==> config.mk <==
export PLATFORM = sky130hd
export DESIGN_NAME = fpu_result_buffer
export DESIGN_NICKNAME = d
export VERILOG_FILES = /design/src/rtl/fpu_rb_pkg.sv /design/src/rtl/fpu_rb_store.sv /design/src/rtl/fpu_result_buffer.sv
export SDC_FILE = /design/constraint.sdc
export NUM_CORES = 1
export LEC_CHECK = 0
export CORE_ASPECT_RATIO = 0.7
export CORE_MARGIN = 10
export CORE_UTILIZATION = 55
export DETAILED_ROUTE_END_ITERATION = 12
export DONT_BUFFER_PORTS = 1
export PLACE_DENSITY = 0.71
export SYNTH_ARGS = -nofsm -noshare
export SYNTH_HDL_FRONTEND = slang
export SYNTH_SLANG_ARGS = --single-unit
==> constraint.sdc <==
create_clock -name clk_i -period 6.5 [get_ports clk_i]
set_input_delay 1.625 -clock clk_i [delete_from_list [all_inputs] [get_ports clk_i]]
set_output_delay 1.625 -clock clk_i [all_outputs]
set_load 0.02 [all_outputs]
==> src/rtl/fpu_rb_pkg.sv <==
// rtl/fpu_rb_pkg.sv - shared types and widths for the FPU result buffer
package fpu_rb_pkg;

    localparam int STATUS_W = 5;
    localparam int RESULT_W = 64;
    localparam int TAG_W    = 3;

    typedef struct packed {
        logic nv;
        logic dz;
        logic of;
        logic uf;
        logic nx;
    } status_t;

    typedef struct packed {
        logic [RESULT_W-1:0] result;
        status_t             status;
        logic [TAG_W-1:0]    tag;
    } entry_t;

endpackage

==> src/rtl/fpu_rb_store.sv <==
// rtl/fpu_rb_store.sv - DEPTH-entry register array, one write port, async read port
module fpu_rb_store #(
    parameter int DEPTH  = 4,
    parameter int DATA_W = 72,
    parameter int ADDR_W = $clog2(DEPTH)
) (
    input  logic              clk_i,
    input  logic              we_i,
    input  logic [ADDR_W-1:0] waddr_i,
    input  logic [DATA_W-1:0] wdata_i,
    input  logic [ADDR_W-1:0] raddr_i,
    output logic [DATA_W-1:0] rdata_o
);

    logic [DATA_W-1:0] mem_q [DEPTH];

    // Data is never reset; validity is tracked by the occupancy counter.
    always_ff @(posedge clk_i) begin
        if (we_i) begin
            mem_q[waddr_i] <= wdata_i;
        end
    end

    assign rdata_o = mem_q[raddr_i];

endmodule

==> src/rtl/fpu_result_buffer.sv <==
// rtl/fpu_result_buffer.sv - credit-counted ring buffer for FPU results; FPU_RESULT_BYPASS_EN enables 0-latency bypass
module fpu_result_buffer
    import fpu_rb_pkg::*;
#(
    parameter int WIDTH     = 64,
    parameter int TAG_WIDTH = 3,
    parameter int DEPTH     = 4
) (
    input  logic                     clk_i,
    input  logic                     rst_i,
    input  logic                     flush_i,
    input  logic                     issue_valid_i,
    output logic                     issue_ready_o,
    input  logic                     fpu_valid_i,
    input  logic [WIDTH-1:0]         fpu_result_i,
    input  logic [4:0]               fpu_status_i,
    input  logic [TAG_WIDTH-1:0]     fpu_tag_i,
    output logic                     wb_valid_o,
    input  logic                     wb_ready_i,
    output logic [WIDTH-1:0]         wb_result_o,
    output logic [4:0]               wb_status_o,
    output logic [TAG_WIDTH-1:0]     wb_tag_o,
    output logic [4:0]               fflags_o,
    input  logic                     fflags_clr_i,
    output logic [$clog2(DEPTH):0]   inflight_o,
    output logic                     err_o
);

    localparam int PTR_W = $clog2(DEPTH);
    localparam int CNT_W = PTR_W + 1;
    localparam int ENT_W = WIDTH + STATUS_W + TAG_WIDTH;
    localparam logic [CNT_W-1:0] DEPTH_C = CNT_W'(DEPTH);

    logic [CNT_W-1:0] pending_q, pending_d;
    logic [CNT_W-1:0] occ_q, occ_d;
    logic [PTR_W-1:0] wptr_q, wptr_d;
    logic [PTR_W-1:0] rptr_q, rptr_d;
    status_t          fflags_q, fflags_d;
    logic             err_q, err_d;

    logic [ENT_W-1:0] wr_ent, rd_ent;
    logic             issue_fire, ret_ok, room, pop, byp_pop, buf_pop, store_we, drop;
    logic             byp_active;
    logic [WIDTH-1:0]     head_result;
    logic [4:0]           head_status;
    logic [TAG_WIDTH-1:0] head_tag;

    assign inflight_o    = pending_q + occ_q;
    assign issue_ready_o = inflight_o < DEPTH_C;
    assign issue_fire    = issue_valid_i && issue_ready_o;
    assign ret_ok        = fpu_valid_i && (pending_q != '0);

`ifdef FPU_RESULT_BYPASS_EN
    assign byp_active = (occ_q == '0) && ret_ok;
`else
    assign byp_active = 1'b0;
`endif

    assign wb_valid_o = (occ_q != '0) || byp_active;
    assign pop        = wb_valid_o && wb_ready_i;
    assign byp_pop    = byp_active && wb_ready_i;
    assign buf_pop    = pop && !byp_pop;
    // A full buffer can still accept a result when the head leaves in the same cycle.
    assign room       = (occ_q != DEPTH_C) || pop;
    assign store_we   = ret_ok && room && !byp_pop && !flush_i;
    assign drop       = fpu_valid_i && !(ret_ok && room);

    assign wr_ent = {fpu_result_i, fpu_status_i, fpu_tag_i};

    fpu_rb_store #(
        .DEPTH  (DEPTH),
        .DATA_W (ENT_W),
        .ADDR_W (PTR_W)
    ) u_store (
        .clk_i   (clk_i),
        .we_i    (store_we),
        .waddr_i (wptr_q),
        .wdata_i (wr_ent),
        .raddr_i (rptr_q),
        .rdata_o (rd_ent)
    );

    always_comb begin
        head_result = rd_ent[ENT_W-1 -: WIDTH];
        head_status = rd_ent[TAG_WIDTH +: STATUS_W];
        head_tag    = rd_ent[TAG_WIDTH-1:0];
        if (byp_active) begin
            head_result = fpu_result_i;
            head_status = fpu_status_i;
            head_tag    = fpu_tag_i;
        end
    end

    // Outputs read as zero when idle so unwritten storage never leaks out.
    assign wb_result_o = wb_valid_o ? head_result : '0;
    assign wb_status_o = wb_valid_o ? head_status : '0;
    assign wb_tag_o    = wb_valid_o ? head_tag    : '0;
    assign fflags_o    = fflags_q;
    assign err_o       = err_q;

    always_comb begin
        pending_d = pending_q;
        occ_d     = occ_q;
        wptr_d    = wptr_q;
        rptr_d    = rptr_q;
        fflags_d  = fflags_q;
        err_d     = err_q;
        if (flush_i) begin
            pending_d = '0;
            occ_d     = '0;
            wptr_d    = '0;
            rptr_d    = '0;
            if (fflags_clr_i) begin
                fflags_d = '0;
            end
        end else begin
            pending_d = pending_q + CNT_W'(issue_fire) - CNT_W'(ret_ok);
            occ_d     = occ_q + CNT_W'(store_we) - CNT_W'(buf_pop);
            wptr_d    = wptr_q + PTR_W'(store_we);
            rptr_d    = rptr_q + PTR_W'(buf_pop);
            fflags_d  = (fflags_clr_i ? status_t'('0) : fflags_q)
                      | (pop ? status_t'(wb_status_o) : status_t'('0));
            if (drop) begin
                err_d = 1'b1;
            end
        end
    end

    always_ff @(posedge clk_i or posedge rst_i) begin
        if (rst_i) begin
            pending_q <= '0;
            occ_q     <= '0;
            wptr_q    <= '0;
            rptr_q    <= '0;
            fflags_q  <= '0;
            err_q     <= 1'b0;
        end else begin
            pending_q <= pending_d;
            occ_q     <= occ_d;
            wptr_q    <= wptr_d;
            rptr_q    <= rptr_d;
            fflags_q  <= fflags_d;
            err_q     <= err_d;
        end
    end

endmodule

==> flow_summary_export.csv, run 1 <==
group,metric,value,unit
global_route,grtUsageTotal,15.3,%
logic_synthesis,synth_top_area_cell,"edfxtp_1",
place,dp_hpwl,13400,um
finish,nets,651,
die,num_rows,44,
sta,slew-limit-headroom,18.9,%
pwr,peakVddDrop,223,uV
clock_network,htreeDepth,1,
route,dr.pass1.iters,4,
critical_path,cp.required,4880,ps
logic_synthesis,syn_nets,636,
place,dp_cells,807,
logic_synthesis,muxShareOfSynthArea,14.1,%
critical_path,crit_type,"reg2out",
clock_network,clock_latency,520,ps
global_route,grt_pass1_wl,32900,um
sta,fin_crit_sh,67.1,%
global_route,grt_overflow_total,0,
clock_network,clk_pin_slew,60,ps
route,vias,5002,
logic_synthesis,yosysWarningCount,0,
min_path,min_path_type,"reg2reg",
logic_synthesis,syn_area,0.0118,mm2
route,viasPerCell,5.83,
sta,hold_viol_final,0,
logic_synthesis,synth_compound_area_share,0.370,%
die,die_w,195,um
sta,finalSetupTns,0,ps
route,drc,0,
route,drt-initial-drc-count,250,
logic_synthesis,synth-edff-count,288,
logic_synthesis,synth_top_family_by_area,"multiplexers",
logic_synthesis,async_flop_share,5.26,%
global_route,grt_max_degree,79,
pwr,power.density,411,mW/mm2
finish,fin_util,61.8,%
finish,area_growth,9.46,%
logic_synthesis,ys_ff_latch,304,
logic_synthesis,synth-seq-area-share,76.4,%
logic_synthesis,synth_simple_gate_area_share,4.84,%
clock_network,cts_tree,"yes",
clock_network,cts_resized,0,
sta,finalMaxSlewViolations,0,
logic_synthesis,synth_common_cells,"edfxtp_1, and2_1, mux4_2",
logic_synthesis,yosys.area.top_type_share,73.0,%
clock_network,clockBufferDepth,3,
finish,design_area,0.0130,mm2
critical_path,cp-end-kind,"output port",
logic_synthesis,yosysUniqueCellTypes,30,
sta,fin_skew,6.35,ps
route,detail_route.wl_per_cell,25.4,um
finish,fillers,1444,
logic_synthesis,synthAdderAreaFrac,1.25,%
global_route,grt_pass1_vias,5405,
place,routabilityCongestion,0.749,
die,core,0.0210,mm2
die,fp.dieH,143,um
clock_network,cts_root_buf,"clkbuf_16",
flow_run,maxCapViolCount,0,
finish,instances_no_fill,858,
clock_network,cts_setup_buffers,0,
sta,min_period,4360,ps
critical_path,start_kind,"flip-flop",
die,ios,162,
finish,antenna-diode-count,0,
die,start_util,56.5,%
route,finalWirelength,21800,um
place,postPlaceCellArea,0.0121,mm2
finish,seq_area,0.00906,mm2
finish,drive_gt1_share,22.2,%
clock_network,cts_hold_buf,0,
die,dieArea,0.0279,mm2
critical_path,crit_fanout,27,
logic_synthesis,synthFlopType,"edfxtp_1",
clock_network,cts_sinks,304,
logic_synthesis,yosysMostFrequentCell,"edfxtp_1",
critical_path,arrival,2730,ps
logic_synthesis,synth_xor_area_share,0.592,%
finish,multi_input_area,0.00255,mm2
pwr,p_leak,4.12,nW
logic_synthesis,yosys-top-cells-area,"edfxtp_1, mux4_2, and2_1, dfrtp_1, buf_12",
clock_network,cts_buffers,29,
global_route,grt_antenna_before_repair,0,
place,portBuffers,0,
route,ant_nets,0,
sta,max_freq,229,MHz
sta,tightest_slew,1210,ps
logic_synthesis,syn_inst,547,
status,status,"complete, no violations",
sta,setup_viol,0,
sta,rsz0062_at_grt,"no",
logic_synthesis,synth_area_per_cell,21.7,um2
-- cell type report --
class	instances	area share, %
Clock buffer	35	5.77
Clock inverter	16	1.02
Inverter	15	0.434
Multi-Input combinational cell	202	19.7
Sequential cell	304	69.9
Tap cell	276	2.66
Timing Repair Buffer	10	0.579
-- cells in the final DEF (no fill, tap or decap), types with 4 or more instances in the layout --
cell type and instances:
xnor2_1 5, buf_4 10, mux2_2 5, mux2i_1 10, ha_1 7, clkinv_1 5
nor2b_1 4, o22ai_1 5, clkbuf_1 6, nor2_1 12, edfxtp_1 288, mux4_2 65
and2_1 68, inv_1 14, clkinv_2 7, clkbuf_16 29, dfrtp_1 14
-- critical path, stage by stage, from the launching register on --
cell and delay [ps]:
dfrtp_4 750, buf_4 550, mux4_2 620, and2_1 250
-- per-layer routing --
layer | part of all wire (%) | global-route usage (%) | wire length, um
met3 | 12 | 7.27 | 2670
met2 | 49 | 25.2 | 10700
met5 | 0 | 0 | 0
met4 | 1.4 | 3.13 | 303
met1 | 37 | 18.2 | 8170
-- sequential cells by signal, summed over array words and instances, names as in the netlist --
register / cells
occ_q: 3
fflags_o: 5
wptr_q: 2
u_store.mem_q: 288
rptr_q: 2
pending_q: 3
err_o: 1
-- kinds of logic after synthesis --
group,after synthesis
compound gates,7
xor+xnor,8
fa+ha+maj,10
buf+inv,41
flops,304
mux,82
simple gates,95
-- worst paths after layout --
kind / from / endpoint / slack (ps) / cells after the start
worst min register to register: fflags_o[1]$_DFF_PP0_ / fflags_o[1]$_DFF_PP0_ / 650 / 2
worst max-delay path: rptr_q[0]$_DFF_PP0_ / wb_result_o[21] / 2140 / 3
worst min-delay path: fflags_o[1]$_DFF_PP0_ / fflags_o[1]$_DFF_PP0_ / 650 / 2
max in group asynchronous: rst_i / rptr_q[1]$_DFF_PP0_ / 4940 / 1
min in group asynchronous: rst_i / fflags_o[0]$_DFF_PP0_ / 1070 / 1
worst max register to register: occ_q[0]$_DFF_PP0_ / pending_q[2]$_DFF_PP0_ / 3280 / 12
-- through the flow --
step | setup WS, ps | hold WS (ps) | power (W)
2_1_floorplan | 768 | 585 | 0.00363
3_3_place_gp | 2510 | 642 | 0.00382
3_5_place_dp | 2460 | 648 | 0.00385
4_1_cts | 2030 | 657 | 0.00541
5_1_grt | 1920 | 685 | 0.00559
6_report | 2140 | 653 | 0.00533
-- power breakdown --
part	total, W	leakage [nW]	switching [W]	internal [W]
clock	0.00156	0.434	0.000660	0.000895
combinational	0.00137	0.874	0.000880	0.000486
sequential	0.00241	2.81	0.000138	0.00227
total	0.00533	4.12	0.00168	0.00365
Power figures use the tool's default switching activity.
==> run 2: changes to the inputs <==
- PLACE_DENSITY: 0.71 -> 0.68
- clock period: 6.5 -> 4.04 ns (I/O delays scaled with it)
==> run 2 against run 1 <==
  * Clock skew increased by 4.0 ps
  * Highest routed layer unchanged
  * Register-to-register slack got worse by 2400 ps
  * Hold slack got worse by 220 ps
  * Total power increased by 64%
  * Sequential share of layout area decreased by 0.69 points
  * Clock power increased by 67%
  * Setup slack got worse by 1700 ps
  * Die area unchanged
  * Wire length increased by 1.3%
==> flow_summary_export.csv, run 2 (synthesized netlist as in run 1, its figures left out) <==
group,metric,value,unit
clock_network,clockBufferDepth,3,
sta,finalSetupTns,0,ps
clock_network,clk_pin_slew,60,ps
pwr,p_switching,0.00271,W
place,dp_cells,811,
place,portBuffers,0,
critical_path,crit_fanout,4,
finish,instances_no_fill,865,
place,place_ws,905,ps
critical_path,crit_slowest_cell,"xnor2_1",
place,dp_hpwl,13600,um
flow_run,maxCapViolCount,0,
pwr,p_comb_share,26.2,%
sta,min_period,3600,ps
clock_network,cts_setup_buffers,0,
pwr,switching_share,31.1,%
route,finalWirelength,22100,um
die,die_w,195,um
finish,final_cell_mix,"edfxtp_1, and2_1, mux4_2",
place,routabilityCongestion,0.740,
clock_network,cts_hold_buf,0,
pwr,clockPowerShare,29.9,%
route,viasPerCell,5.87,
finish,nets,655,
finish,seq_area,0.00906,mm2
clock_network,htreeDepth,1,
pwr,peakVddDrop,536,uV
route,dr.pass1.iters,4,
global_route,grt_overflow_total,0,
sta,finalMaxSlewViolations,0,
critical_path,crit_type,"reg2out",
die,start_util,56.5,%
critical_path,cp-end-kind,"output port",
die,fp.dieH,143,um
clock_network,cts_resized,0,
global_route,grtUsageTotal,15.5,%
sta,rsz0062_at_grt,"no",
critical_path,cp.required,3030,ps
global_route,grt_pass1_wl,33500,um
status,status,"complete, no violations",
critical_path,reg2reg_depth,12,
route,vias,5074,
route,drc,0,
sta,max_freq,278,MHz
finish,largest_reg_flops,288,
global_route,grt_pass1_vias,5459,
global_route,grt_antenna_before_repair,0,
critical_path,r2r_slack,890,ps
finish,area_growth,10.5,%
critical_path,start_kind,"flip-flop",
finish,antenna-diode-count,0,
critical_path,slowest_delay,560,ps
finish,design_area,0.0131,mm2
die,num_rows,44,
sta,fin_crit_sh,89.1,%
sta,fin_skew,10.4,ps
min_path,min_path_type,"in2async",
sta,setup_viol,0,
critical_path,rr_endpoint,"pending_q[2]$_DFF_PP0_",
place,postPlaceCellArea,0.0121,mm2
sta,fin_ws,439,ps
route,drt-initial-drc-count,294,
pwr,internal_power,0.00601,W
critical_path,worstReg2RegStart,"occ_q[0]$_DFF_PP0_",
clock_network,cts_tree,"yes",
clock_network,cts_root_buf,"clkbuf_16",
clock_network,clock_latency,530,ps
critical_path,cp_cell_sequence,"ha_1, fa_1, xor2_1, xnor2_1, inv_1",
finish,final_common_cell,"edfxtp_1",
finish,multi_input_area,0.00255,mm2
finish,fillers,1439,
pwr,seq_power_share,43.9,%
sta,slew-limit-headroom,52.3,%
pwr,power.density,667,mW/mm2
pwr,total_power,0.00873,W
die,dieArea,0.0279,mm2
critical_path,arrival,2590,ps
die,ios,162,
global_route,grt_max_degree,73,
sta,hold_viol_final,0,
pwr,p_leak,4.17,nW
route,ant_nets,0,
sta,tightest_slew,716,ps
route,detail_route.wl_per_cell,25.5,um
finish,regMostFlops,"u_store.mem_q",
clock_network,cts_buffers,29,
finish,drive_gt1_share,23.3,%
die,core,0.0210,mm2
clock_network,cts_sinks,304,
## run 2: worst max-delay path, delay by kind of cell, from the launching register on
family	cells	cell delay [ps]
XOR/XNOR	2	740
adder cells (fa/ha/maj)	2	610
flip-flops	1	440
buffers and inverters	1	270
## run 2: cell type report
class / instances / area share [%]
Multi-Input combinational cell: 202 / 19.5
Clock buffer: 39 / 6.21
Tap cell: 276 / 2.64
Clock inverter: 15 / 0.984
Sequential cell: 304 / 69.2
Timing Repair Buffer: 14 / 1.09
Inverter: 15 / 0.430
## run 2: metrics by stage
step           hold slack (ps)  utilization, %
6_report                   436            62.4
3_5_place_dp               655            57.9
4_1_cts                    429            62.4
3_3_place_gp               643            57.9
2_1_floorplan              608               -
5_1_grt                    461            62.4
## run 2: power by group through the flow
stage | clock, W | combinational, W | sequential (W)
4_1_cts | 0.00268 | 0.00235 | 0.00384
5_1_grt | 0.00281 | 0.00247 | 0.00385
6_report | 0.00261 | 0.00229 | 0.00383
3_3_place_gp | 0 | 0.00232 | 0.00388
3_5_place_dp | 0 | 0.00234 | 0.00390
2_1_floorplan | 0 | 0.00203 | 0.00381
## run 2: worst max path at each step
stage                        from                             to  slack (ps)  cells after the start
6_report       occ_q[0]$_DFF_PP0_                  inflight_o[2]         440                      5
5_1_grt        occ_q[0]$_DFF_PP0_                  inflight_o[2]         360                      5
4_1_cts        occ_q[0]$_DFF_PP0_                  inflight_o[2]         420                      5
3_5_place_dp   occ_q[0]$_DFF_PP0_         pending_q[2]$_DFF_PP0_         910                     12
3_3_place_gp   occ_q[0]$_DFF_PP0_         pending_q[2]$_DFF_PP0_        1010                     12
2_1_floorplan         fpu_valid_i  u_store.mem_q[3][0]$_DFFE_PP_         100                      4
## run 2: layer usage
| metal | up-vias | track usage (%) | wire length [um] |
|---|---|---|---|
| met1 | 2677 | 19.4 | 8750 |
| li1 | 2213 | - | - |
| met5 | - | 0 | 0 |
| met2 | 156 | 25.0 | 10700 |
| met3 | 28 | 6.67 | 2240 |
| met4 | 0 | 3.08 | 361 |
